### src/rtl/cpu_pkg.sv
// cpu_pkg: shared ALU mode codes, opcode constants and FSM encodings for the multicycle controller.
package cpu_pkg;
  localparam logic [2:0] ALU_MODE_ADD      = 3'd0;
  localparam logic [2:0] ALU_MODE_SHIFT    = 3'd1;
  localparam logic [2:0] ALU_MODE_NOT      = 3'd2;
  localparam logic [2:0] ALU_MODE_AND      = 3'd3;
  localparam logic [2:0] ALU_MODE_OR       = 3'd4;
  localparam logic [2:0] ALU_MODE_XOR      = 3'd5;
  localparam logic [2:0] ALU_MODE_BYPASS_A = 3'd6;
  localparam logic [4:0] OP_ADD    = 5'b00000;
  localparam logic [4:0] OP_ADDI   = 5'b00001;
  localparam logic [4:0] OP_SHIFT  = 5'b00010;
  localparam logic [4:0] OP_NOT    = 5'b01000;
  localparam logic [4:0] OP_AND    = 5'b01010;
  localparam logic [4:0] OP_OR     = 5'b01100;
  localparam logic [4:0] OP_XOR    = 5'b01110;
  localparam logic [4:0] OP_CPY    = 5'b10000;
  localparam logic [4:0] OP_CPYPC  = 5'b10001;
  localparam logic [4:0] OP_LB     = 5'b10010;
  localparam logic [4:0] OP_SB     = 5'b10011;
  localparam logic [4:0] OP_JMPADR = 5'b10100;
  localparam logic [4:0] OP_JMPREL = 5'b11000;
  localparam logic [4:0] OP_BLT    = 5'b11010;
  localparam logic [4:0] OP_BGE    = 5'b11011;
  localparam logic [4:0] OP_BEQ    = 5'b11100;
  localparam logic [4:0] OP_BNEQ   = 5'b11101;
  localparam logic [4:0] OP_HALT   = 5'b11111;
  typedef enum logic [2:0] {S_IDLE, S_FETCH, S_DECODE, S_EXEC, S_MEM, S_WB, S_HALT} state_t;
  // CL_ALU also covers cpy/cpypc: every instruction that retires through WB with the ALU result
  typedef enum logic [2:0] {CL_ALU, CL_LB, CL_SB, CL_JMP, CL_BR, CL_HALT} class_t;
endpackage

### src/rtl/control_decode.sv
// control_decode: combinational opcode decode into ALU controls, instruction class and illegal flag.
module control_decode
  import cpu_pkg::*;
(
  input  logic [4:0] opcode,
  output logic [2:0] alu_mode,
  output logic       alu_a_sel,
  output logic       alu_b_sel,
  output class_t     op_class,
  output logic       illegal
);
  always_comb begin
    alu_mode = ALU_MODE_ADD;
    alu_a_sel = 1'b0;
    alu_b_sel = 1'b0;
    op_class = CL_ALU;
    illegal = 1'b0;
    casez (opcode)
      5'b0000?: alu_b_sel = opcode[0];
      5'b0001?: begin alu_mode = ALU_MODE_SHIFT; alu_b_sel = opcode[0]; end
      5'b0100?: begin alu_mode = ALU_MODE_NOT; alu_b_sel = opcode[0]; end
      5'b0101?: begin alu_mode = ALU_MODE_AND; alu_b_sel = opcode[0]; end
      5'b0110?: begin alu_mode = ALU_MODE_OR; alu_b_sel = opcode[0]; end
      5'b0111?: begin alu_mode = ALU_MODE_XOR; alu_b_sel = opcode[0]; end
      5'b10000: alu_mode = ALU_MODE_BYPASS_A;
      5'b10001: begin alu_mode = ALU_MODE_BYPASS_A; alu_a_sel = 1'b1; end
      5'b10010: begin alu_mode = ALU_MODE_BYPASS_A; op_class = CL_LB; end
      5'b10011: begin alu_mode = ALU_MODE_BYPASS_A; op_class = CL_SB; end
      5'b1010?: begin alu_mode = ALU_MODE_BYPASS_A; op_class = CL_JMP; end
      5'b11000: begin alu_a_sel = 1'b1; alu_b_sel = 1'b1; op_class = CL_JMP; end
      5'b1101?, 5'b1110?: begin alu_a_sel = 1'b1; alu_b_sel = 1'b1; op_class = CL_BR; end
      5'b11111: op_class = CL_HALT;
      default: illegal = 1'b1;
    endcase
  end
endmodule

### src/rtl/multicycle_control.sv
// multicycle_control: FETCH/DECODE/EXEC/MEM/WB sequencer with memory wait timeout and sticky status.
module multicycle_control
  import cpu_pkg::*;
#(
  parameter int MEM_TIMEOUT = 15,
  parameter bit FETCH_HS = 1'b1
) (
  input  logic       clk,
  input  logic       rst,
  input  logic       run,
  input  logic [4:0] opcode,
  input  logic       flag_lt,
  input  logic       flag_zero,
  input  logic       mem_ready,
  output logic [2:0] alu_mode,
  output logic       alu_a_sel,
  output logic       alu_b_sel,
  output logic       rf_write_en,
  output logic       rf_write_sel,
  output logic       mem_req,
  output logic       mem_write_en,
  output logic       mem_fetch,
  output logic       ir_write_en,
  output logic       pc_inc_en,
  output logic       pc_load_en,
  output logic       halted,
  output logic       illegal_op,
  output logic       bus_error
);
  localparam int CW = $clog2(MEM_TIMEOUT + 1);
  state_t state;
  logic [4:0] op_q;
  logic [CW-1:0] cnt;
  logic [2:0] d_mode;
  logic d_a, d_b, d_ill;
  class_t d_cls;
  // DECODE looks at the live opcode to catch reserved codes; afterwards only the captured copy matters
  control_decode u_dec (
    .opcode(state == S_DECODE ? opcode : op_q),
    .alu_mode(d_mode),
    .alu_a_sel(d_a),
    .alu_b_sel(d_b),
    .op_class(d_cls),
    .illegal(d_ill)
  );
  logic in_exec, waiting, tmo, taken;
  assign in_exec = state == S_EXEC || state == S_MEM || state == S_WB;
  assign waiting = (state == S_FETCH && FETCH_HS) || state == S_MEM;
  assign tmo = !mem_ready && cnt == CW'(MEM_TIMEOUT - 1);
  assign taken = op_q[2] ? flag_zero ^ op_q[0] : flag_lt ^ op_q[0];
  always_ff @(posedge clk or posedge rst) begin
    if (rst) begin
      state <= S_IDLE;
      op_q <= '0;
      cnt <= '0;
      illegal_op <= 1'b0;
      bus_error <= 1'b0;
    end else begin
      cnt <= (waiting && !mem_ready) ? cnt + 1'b1 : '0;
      case (state)
        S_IDLE: if (run) state <= S_FETCH;
        S_FETCH:
          if (!FETCH_HS || mem_ready) state <= S_DECODE;
          else if (tmo) begin state <= S_HALT; bus_error <= 1'b1; end
        S_DECODE: begin
          op_q <= opcode;
          if (d_ill) begin state <= S_HALT; illegal_op <= 1'b1; end
          else state <= S_EXEC;
        end
        S_EXEC: state <= d_cls == CL_ALU ? S_WB : (d_cls == CL_LB || d_cls == CL_SB) ? S_MEM :
                         d_cls == CL_HALT ? S_HALT : S_FETCH;
        S_MEM:
          if (mem_ready) state <= d_cls == CL_LB ? S_WB : S_FETCH;
          else if (tmo) begin state <= S_HALT; bus_error <= 1'b1; end
        S_WB: state <= S_FETCH;
        S_HALT: if (run) begin state <= S_FETCH; illegal_op <= 1'b0; bus_error <= 1'b0; end
        default: state <= S_IDLE;
      endcase
    end
  end
  assign alu_mode = in_exec ? d_mode : ALU_MODE_ADD;
  assign alu_a_sel = in_exec && d_a;
  assign alu_b_sel = in_exec && d_b;
  assign mem_fetch = state == S_FETCH;
  assign mem_req = waiting;
  assign mem_write_en = state == S_MEM && d_cls == CL_SB;
  assign ir_write_en = state == S_FETCH && (!FETCH_HS || mem_ready);
  assign rf_write_en = state == S_WB;
  assign rf_write_sel = state == S_WB && d_cls == CL_LB;
  assign pc_load_en = state == S_EXEC && (d_cls == CL_JMP || (d_cls == CL_BR && taken));
  assign pc_inc_en = (state == S_EXEC && (d_cls == CL_HALT || (d_cls == CL_BR && !taken))) ||
                     (state == S_MEM && d_cls == CL_SB && mem_ready) || state == S_WB;
  assign halted = state == S_HALT;
endmodule

### config.mk
export PLATFORM = sky130hd
export DESIGN_NAME = multicycle_control
export DESIGN_NICKNAME = d
export VERILOG_FILES = /design/src/rtl/cpu_pkg.sv /design/src/rtl/control_decode.sv /design/src/rtl/multicycle_control.sv
export SDC_FILE = /design/constraint.sdc
export NUM_CORES = 1
export LEC_CHECK = 0
export CORE_UTILIZATION = 54
export CTS_CLUSTER_DIAMETER = 150
export CTS_CLUSTER_SIZE = 16
export DETAILED_ROUTE_END_ITERATION = 8
export GPL_ROUTABILITY_DRIVEN = 0
export PLACE_DENSITY = 0.88
export SKIP_LAST_GASP = 1
export SYNTH_ARGS = -nofsm -noshare
export SYNTH_HDL_FRONTEND = slang
export SYNTH_HIERARCHICAL = 1
export SYNTH_SLANG_ARGS = --single-unit
### constraint.sdc
create_clock -name clk -period 9.9 [get_ports clk]
set_clock_uncertainty 0.15 [all_clocks]
set_input_delay 1.98 -clock clk [delete_from_list [all_inputs] [get_ports clk]]
set_output_delay 1.98 -clock clk [all_outputs]
set_load 0.1 [all_outputs]
==> results of run 1 <==
area by class of cell:
class	count	area share
Tap cell	27	0.0230
Inverter	7	0.0179
Clock buffer	4	0.0247
Sequential cell	14	0.239
Timing Repair Buffer	26	0.177
Multi-Input combinational cell	108	0.518
registers in the layout, indices dropped and copies added, names as in the netlist:
register,flops
op_q,5
cnt,4
state,3
bus_error,1
illegal_op,1
worst max-delay path, stage by stage:
cell	delay (ns)
clkdlybuf4s50_1	0.41
mux2_2	0.40
nor4b_1	0.36
nor3_1	0.08
nor2_1	0.32
nor3b_1	0.29
nor3b_1	0.30
a21oi_1	0.12
o41ai_1	0.08
clkdlybuf4s50_1	1.19
stage by stage:
stage	cell area (um^2)	utilization	hold slack [ns]	worst slack (ns)	cells
after floorplan	1210	-	0.303	1.24	140
after global placement	1430	0.701	0.316	2.47	182
after detailed placement	1430	0.701	0.336	2.31	182
after CTS	1470	0.719	0.346	2.30	186
after global routing	1470	0.719	0.381	2.07	186
final	1470	0.719	0.348	2.26	186
metal layers:
metal | vias up | wire [um]
li1 | 543 | -
met1 | 519 | 1210
met2 | 43 | 1270
met3 | 6 | 158
met4 | 0 | 19
met5 | - | 0
layout by cell type, fill, tap and decap left out, types with 5 or more instances in the layout:
cell / count
mux2_2: 6
clkdlybuf4s50_1: 26
nand2b_1: 5
nor2_1: 13
nand2_1: 6
a21oi_1: 10
inv_1: 6
dfrtp_1: 14
nor3_1: 6
worst paths after layout:
| check | endpoint | slack, ns |
|---|---|---|
| hold reg to reg | cnt[0] | 0.35 |
| hold / removal | cnt[0] | 0.35 |
| setup / recovery | pc_inc_en | 2.26 |
| min in group asynchronous | illegal_op | 1.86 |
| max in group asynchronous | op_q[1] | 7.38 |
| setup reg to reg | state[0] | 6.36 |
kinds of logic after synthesis:
| family | after synthesis | share of synthesized area |
|---|---|---|
| and+or+nand+nor | 59 | 0.304 |
| AOI/OAI and AO/OA | 36 | 0.209 |
| buffers and inverters | 18 | 0.0855 |
| DFF | 14 | 0.288 |
| muxes | 7 | 0.0638 |
| xor gates and xnor gates | 4 | 0.0288 |
| adders and majority gates | 2 | 0.0206 |
==> metrics.md, run 1 <==
| Metric | Value |
|---|---|
| Status | `completed` |
| Drt wl/cell | `14.3 um` |
| Largest net degree at the start of global routing | `20` |
| Vias in the first global route | `985` |
| Vias | `1,111` |
| Worst-path clk slew | `0.08 ns` |
| Tmin final | `7.64 ns` |
| Yosys top cell area share | `0.288` |
| RSZ-0062 raised after global routing | `false` |
| GRT Residual Overflow | `0` |
| Clk buf depth | `2` |
| H-tree depth | `1` |
| Min-delay src | `cnt[0]` |
| Slew at the pin with the worst max-slew slack | `0.990 ns` |
| Final hold violations | `0` |
| Top Usage Layer GRT | `met2` |
| Yosys warning count | `6` |
| Placement Rows | `16` |
| Slew HR | `0.338` |
| Core footprint | `0.00204 mm^2` |
| First-pass GRT wire length | `4510 um` |
| Hold-fix buffers, CTS | `0` |
| TritonRoute pass-1 iters | `4` |
| CTS sink count | `14` |
| Met2 Usage GRT | `0.397` |
| Antenna Cells | `0` |
| GRT Util Overall | `0.238` |
| Worst Setup Start Kind | `primary input` |
| Root buf cell | `clkbuf_4` |
| Nets | `173` |
| Fmax | `131 MHz` |
| Fillers | `166` |
| Post-synth ARST share | `1.00` |
| Critical path endpoint category | `output port` |
| P&R area growth vs syn | `20.8%` |
| Die Ht | `49.4 um` |
| Drt first-iter violations | `28` |
| Grt met1 use | `0.315` |
| Via density | `5.97` |
| Reg2Reg Depth | `10` |
| Mapped Area | `0.00121 mm^2` |
| Prevailing post-synth register cell | `dfrtp_1` |
| Ranking of synthesized cells by area | `dfrtp_1, mux2_2, a21oi_1` |
| Most common cell in the synthesized netlist | `dfrtp_1` |
| Critical path arrival | `5.51 ns` |
| TritonCTS Buffers | `3` |
| DRC Markers | `0` |
| Seq/Total Area, Yosys | `0.288` |
| Register Area | `350 um^2` |
| Setup violators final | `0` |
| Area occupied by multi-input gates | `761 um^2` |
| Antenna violations before repair | `0` |
| Die width | `49.4 um` |
| Fin. max-slew vios | `0` |
| #FFs+latches synth | `14` |
| Met3 usage | `0.0592` |
| Commonest cells in the netlist | `dfrtp_1, nor2_1, a21oi_1` |
| Fin Setup TNS | `0 ns` |
| Critical path peak fanout | `16` |
| I/O pin cnt | `27` |
| Post-Route WL | `2660 um` |
| Post-DP HPWL | `1990 um` |
| WHS Path Cells | `1` |
| Max-cap violations | `0` |
| RR Startpoint | `state[1]` |
| Post-Syn Nets | `153` |
| HP Class | `register to register` |
| Avg Cell Area, Syn | `8.68 um^2` |
| Total die area | `0.00244 mm^2` |
| Share of layout cells above drive strength 1 | `0.113` |
| Post-synth EDFFs | `0` |
| Remaining antenna violation count after routing | `0` |
| Tcrit/Tclk final | `0.772` |
| Post-cts sizing count | `0` |
| Crit Path Class | `primary input to output port` |
| Port buffer count | `26` |
| Post-CTS Setup Inserts | `0` |
| Distinct cells, synth | `56` |
| Critical Path RT | `7.77 ns` |
| Clock Latency Late Sink | `0.29 ns` |
| Area leader, netlist | `dfrtp_1` |
| Synth Instances | `140` |
| TritonCTS clock tree | `yes` |
| Critical path startpoint | `opcode[1]` |
| Initial Util | `0.595` |
Power of run 1 is not shown: default switching activity piles up to over one toggle a cycle in this logic, so the estimate is an artifact.
==> run 2: changes to the inputs <==
Settings changed: CORE_UTILIZATION 54 to 45, PLACE_DENSITY 0.88 to 0.78.
Clock period 9.9 ns to 6.3 ns, I/O delays scaled along.
==> run 2 against run 1 <==
  * Wire length decreased by 1.8%
  * Setup slack got worse by 1.3 ns
  * Via count decreased by 2.3%
  * Worst hold slack improved by 0.0035 ns
  * Register-to-register slack got worse by 3.6 ns
  * Cell area increased by 0.26%
  * Non-clock buffer count unchanged
  * Global-route usage decreased by 3.5 points
==> metrics.md, run 2 (same netlist as run 1, synthesis figures left out) <==
| Metric | Value |
|---|---|
| Critical path's top delay family | `simple AND/OR/NAND/NOR gates` |
| Slew HR | `0.344 (+0.00647)` |
| Setup violators final | `0 (unchanged)` |
| First-pass GRT wire length | `4240 um (-6.0%)` |
| Post-CTS Setup Inserts | `0 (unchanged)` |
| CP max stage delay | `0.39 ns (-0.80 ns)` |
| Tmin final | `5.30 ns` |
| Register name with the most flops | `op_q` |
| P&R area growth vs syn | `21.1%` |
| Drt wl/cell | `13.8 um (-3.4%)` |
| Post-cts sizing count | `0 (unchanged)` |
| Share of layout cells above drive strength 1 | `0.157 (+0.0440)` |
| Worst Setup Start Kind | `primary input` |
| Critical path endpoint category | `output port` |
| Fin Setup TNS | `0 ns (unchanged)` |
| Max-cap violations | `0 (unchanged)` |
| Fmax | `189 MHz` |
| Buf/Inv on CP | `2 (unchanged)` |
| Die width | `54.0 um (+9.2%)` |
| Critical Path RT | `4.89 ns (-2.88 ns)` |
| Drt first-iter violations | `41 (+46%)` |
| TritonCTS Buffers | `3 (unchanged)` |
| Critical path peak fanout | `16 (unchanged)` |
| Register Area | `350 um^2 (unchanged)` |
| CTS sink count | `14 (unchanged)` |
| Die Ht | `54.0 um (+9.2%)` |
| Post-Route WL | `2610 um (-1.8%)` |
| Remaining antenna violation count after routing | `0 (unchanged)` |
| Vias in the first global route | `952 (-3.4%)` |
| Core footprint | `0.00252 mm^2 (+24%)` |
| Max FFs per register | `5 (unchanged)` |
| Hold-fix buffers, CTS | `0 (unchanged)` |
| Total die area | `0.00291 mm^2 (+19%)` |
| Initial Util | `0.482 (-0.113)` |
| Largest regs | `op_q: 5 flops, cnt: 4 flops, state: 3 flops` |
| Largest net degree at the start of global routing | `20 (unchanged)` |
| RSZ-0062 raised after global routing | `false` |
| GRT Util Overall | `0.202 (-0.0354)` |
| Most used cell, CP | `nor3b_1` |
| Fin. max-slew vios | `0 (unchanged)` |
| Critical path arrival | `3.89 ns (-1.62 ns)` |
| TritonCTS clock tree | `yes` |
| GRT Residual Overflow | `0 (unchanged)` |
| HP Class | `register to register` |
| Root buf cell | `clkbuf_4` |
| Worst-path clk slew | `0.08 ns (about the same)` |
| Area occupied by multi-input gates | `773 um^2 (+1.6%)` |
| Antenna violations before repair | `0 (unchanged)` |
| Crit-path slowest cell | `clkdlybuf4s50_1` |
| Nets | `173 (unchanged)` |
| H-tree depth | `1 (unchanged)` |
| Crit Path Class | `primary input to output port` |
| Status | `completed` |
| Clk buf depth | `2 (unchanged)` |
| Final hold violations | `0 (unchanged)` |
| Fillers | `232 (+40%)` |
| I/O pin cnt | `27 (unchanged)` |
| TritonRoute pass-1 iters | `4 (unchanged)` |
| Antenna Cells | `0 (unchanged)` |
| Port buffer count | `26 (unchanged)` |
| Worst path cell trace | `clkdlybuf4s50_1 -> mux2_2 -> nor3b_1 -> nor3_1 -> nor2_1 -> nor3b_1 -> nor3b_2 -> a21oi_1 -> o41ai_2 -> buf_4` |
| DRC Markers | `0 (unchanged)` |
| Placement Rows | `18 (+2)` |
| Most frequent cells in the layout | `clkdlybuf4s50_1, dfrtp_1, nor2_1, a21oi_1` |
| Tcrit/Tclk final | `0.841` |
| Via density | `5.75 (-3.8%)` |
| Slew at the pin with the worst max-slew slack | `0.981 ns (-0.00968 ns)` |
| Post-DP HPWL | `1970 um (-0.88%)` |
| Vias | `1,086 (-2.3%)` |
| Commonest non-fill, non-tap cell in the layout | `clkdlybuf4s50_1` |
| Clock Latency Late Sink | `0.28 ns (about the same)` |
-- run 2: changes by cell type in the layout (fill, tap and decap cells not counted), sizes merged --
cell           before  now
buf                 0    5
clkdlybuf4s50      26   21
-- run 2: worst paths after layout --
path,end,cells past startpoint,slack (ns),startpoint
worst max-delay path,pc_inc_en,10,1.00,opcode[1]
worst min-delay path,cnt[0],1,0.35,cnt[0]
worst max register to register,state[0],10,2.76,state[1]
worst min register to register,cnt[0],1,0.35,cnt[0]
max in group asynchronous,op_q[2],2,4.49,rst
min in group asynchronous,bus_error,2,1.16,rst
-- run 2: layer usage --
metal | vias up | global-route usage | routed length [um]
met1 | 502 | 0.266 | 1210
li1 | 546 | - | -
met5 | - | 0 | 0
met2 | 30 | 0.331 | 1250
met3 | 8 | 0.0311 | 103
met4 | 0 | 0.0746 | 44
-- run 2: final cells by class --
type	instances	share of cell area
inverter	7	0.0179
clock buffer	4	0.0247
multi-input combinational	108	0.526
sequential	14	0.238
timing repair buffer	26	0.168
tap	30	0.0255
-- run 2: metrics by stage --
step / utilization / std cells / hold slack, ns / setup slack, ns / area (um^2)
after CTS: 0.583 / 189 / 0.362 / 1.00 / 1470
after detailed placement: 0.569 / 185 / 0.346 / 1.00 / 1440
final: 0.583 / 189 / 0.352 / 1.00 / 1470
after global placement: 0.569 / 185 / 0.329 / 1.20 / 1440
after global routing: 0.583 / 189 / 0.376 / 0.774 / 1470
after floorplan: - / 140 / 0.303 / 0.270 / 1230
Power of run 2 is left out for the same reason.
==> run 3: changes to the inputs <==
Clock period 6.3 ns to 4.8 ns, I/O delays scaled along.
==> run 3 against run 2 <==
  * First-iteration DRC count decreased by 32%
  * Critical path depth is the same
  * Register-to-register slack lost 1.2 ns
  * Via count decreased by 1.1%
  * Count of clock-buffer cells in the layout unchanged
  * Die area did not move
  * Final cell count is 1.1% higher
  * Sequential cell count unchanged
  * Critical path type unchanged
==> metrics.md, run 3 (same netlist as run 1, synthesis figures left out) <==
| Metric | Value |
|---|---|
| Status | `completed` |
| Tcrit/Tclk final | `0.952` |
| Root buf cell | `clkbuf_4` |
| Setup violators final | `0 (unchanged)` |
| P&R area growth vs syn | `26.2%` |
| Final hold violations | `0 (unchanged)` |
| First-pass GRT wire length | `4290 um (+1.1%)` |
| Core Util, Final | `0.608 (+0.0243)` |
| Vias in the first global route | `945 (-0.74%)` |
| RSZ-0062 raised after global routing | `false` |
| Tmin final | `4.57 ns` |
| Fmax | `219 MHz` |
| Port buffer count | `26 (unchanged)` |
| Post-Route WL | `2680 um (+2.8%)` |
| Largest regs | `op_q: 5 flops, cnt: 4 flops, state: 3 flops` |
| Critical path arrival | `3.46 ns (-0.43 ns)` |
| CTS sink count | `14 (unchanged)` |
| Placement Rows | `18 (unchanged)` |
| Worst-path clk slew | `0.08 ns (about the same)` |
| Total die area | `0.00291 mm^2 (unchanged)` |
| H-tree depth | `1 (unchanged)` |
| Crit Path Class | `primary input to output port` |
| HP Class | `register to register` |
| I/O pin cnt | `27 (unchanged)` |
| Via density | `5.62 (-2.1%)` |
| TritonCTS Buffers | `3 (unchanged)` |
| Critical path peak fanout | `17 (+1)` |
| Share of layout cells above drive strength 1 | `0.211 (+0.0539)` |
| Fin. max-slew vios | `0 (unchanged)` |
| Core footprint | `0.00252 mm^2 (unchanged)` |
| Antenna Cells | `0 (unchanged)` |
| Placed cells | `187 (+1.1%)` |
| Antenna violations before repair | `0 (unchanged)` |
| Final instance area | `0.00153 mm^2 (+4.2%)` |
| Post-cts sizing count | `0 (unchanged)` |
| Worst slack, placed | `0.266 ns (-0.735 ns)` |
| Fin worst setup slack | `0.228 ns (-0.772 ns)` |
| Drt wl/cell | `14.0 um (+1.7%)` |
| Largest net degree at the start of global routing | `19 (-5.0%)` |
| Post-CTS Setup Inserts | `0 (unchanged)` |
| DP Area | `0.00150 mm^2 (+4.3%)` |
| Most frequent cells in the layout | `clkdlybuf4s50_1, dfrtp_1, nor2_1, a21oi_1, buf_4` |
| Critical Path RT | `3.69 ns (-1.20 ns)` |
| Drt first-iter violations | `28 (-32%)` |
| Fillers | `234 (+0.86%)` |
| Post-DP HPWL | `2010 um (+2.1%)` |
| Die Ht | `54.0 um (unchanged)` |
| Max-cap violations | `0 (unchanged)` |
| Clock Latency Late Sink | `0.28 ns (about the same)` |
| Initial Util | `0.482 (unchanged)` |
| TritonCTS clock tree | `yes` |
| Die width | `54.0 um (unchanged)` |
| TritonRoute pass-1 iters | `4 (unchanged)` |
| Remaining antenna violation count after routing | `0 (unchanged)` |
| GRT Residual Overflow | `0 (unchanged)` |
| Vias | `1,074 (-1.1%)` |
| Commonest non-fill, non-tap cell in the layout | `clkdlybuf4s50_1` |
| Final cell count without fillers | `191 (+1.1%)` |
| Slew at the pin with the worst max-slew slack | `0.973 ns (-0.00747 ns)` |
| DRC Markers | `0 (unchanged)` |
| Critical path endpoint category | `output port` |
| Max FFs per register | `5 (unchanged)` |
| Clk buf depth | `2 (unchanged)` |
| Worst Setup Start Kind | `primary input` |
| Slew HR | `0.349 (+0.00500)` |
| Hold-fix buffers, CTS | `0 (unchanged)` |
| Register name with the most flops | `op_q` |
| Nets | `175 (+1.2%)` |
| GRT Util Overall | `0.208 (+0.00544)` |
run 3: worst paths after layout:
kind / slack [ns] / depth (start not counted) / startpoint / endpoint
max: 0.23 / 10 / opcode[3] / pc_inc_en
min: 0.34 / 1 / cnt[0] / cnt[0]
max reg2reg: 1.56 / 9 / state[2] / state[0]
min reg2reg: 0.34 / 1 / cnt[0] / cnt[0]
max in group asynchronous: 3.30 / 2 / rst / op_q[2]
min in group asynchronous: 0.86 / 2 / rst / state[0]
run 3: critical path, cell delays in order:
cell             delay, ns
clkdlybuf4s50_1       0.39
mux2_2                0.40
nor4bb_1              0.34
nor3_1                0.10
nor2_1                0.34
nor3b_1               0.28
nor3b_2               0.23
a21oi_1               0.10
o41ai_2               0.10
buf_12                0.23
run 3: area by class of cell:
type                            count  area (um^2)  share of cell area
Tap cell                           30         37.5              0.0245
Sequential cell                    14          350               0.229
Multi-Input combinational cell    108          782               0.510
Timing Repair Buffer               28          300               0.196
Clock buffer                        4         36.3              0.0237
Inverter                            7         26.3              0.0171
run 3: layer usage:
layer / GRT usage / wire length (um)
met3: 0.0254 / 69
met2: 0.340 / 1330
met4: 0.0921 / 23
met5: 0 / 0
met1: 0.272 / 1260
run 3: through the flow:
stage | setup TNS, ns | hold slack, ns
after global routing | 0 | 0.377
after floorplan | -0.482 | 0.303
after global placement | 0 | 0.327
final | 0 | 0.340
after CTS | 0 | 0.344
after detailed placement | 0 | 0.332
Power of run 3 is left out for the same reason.
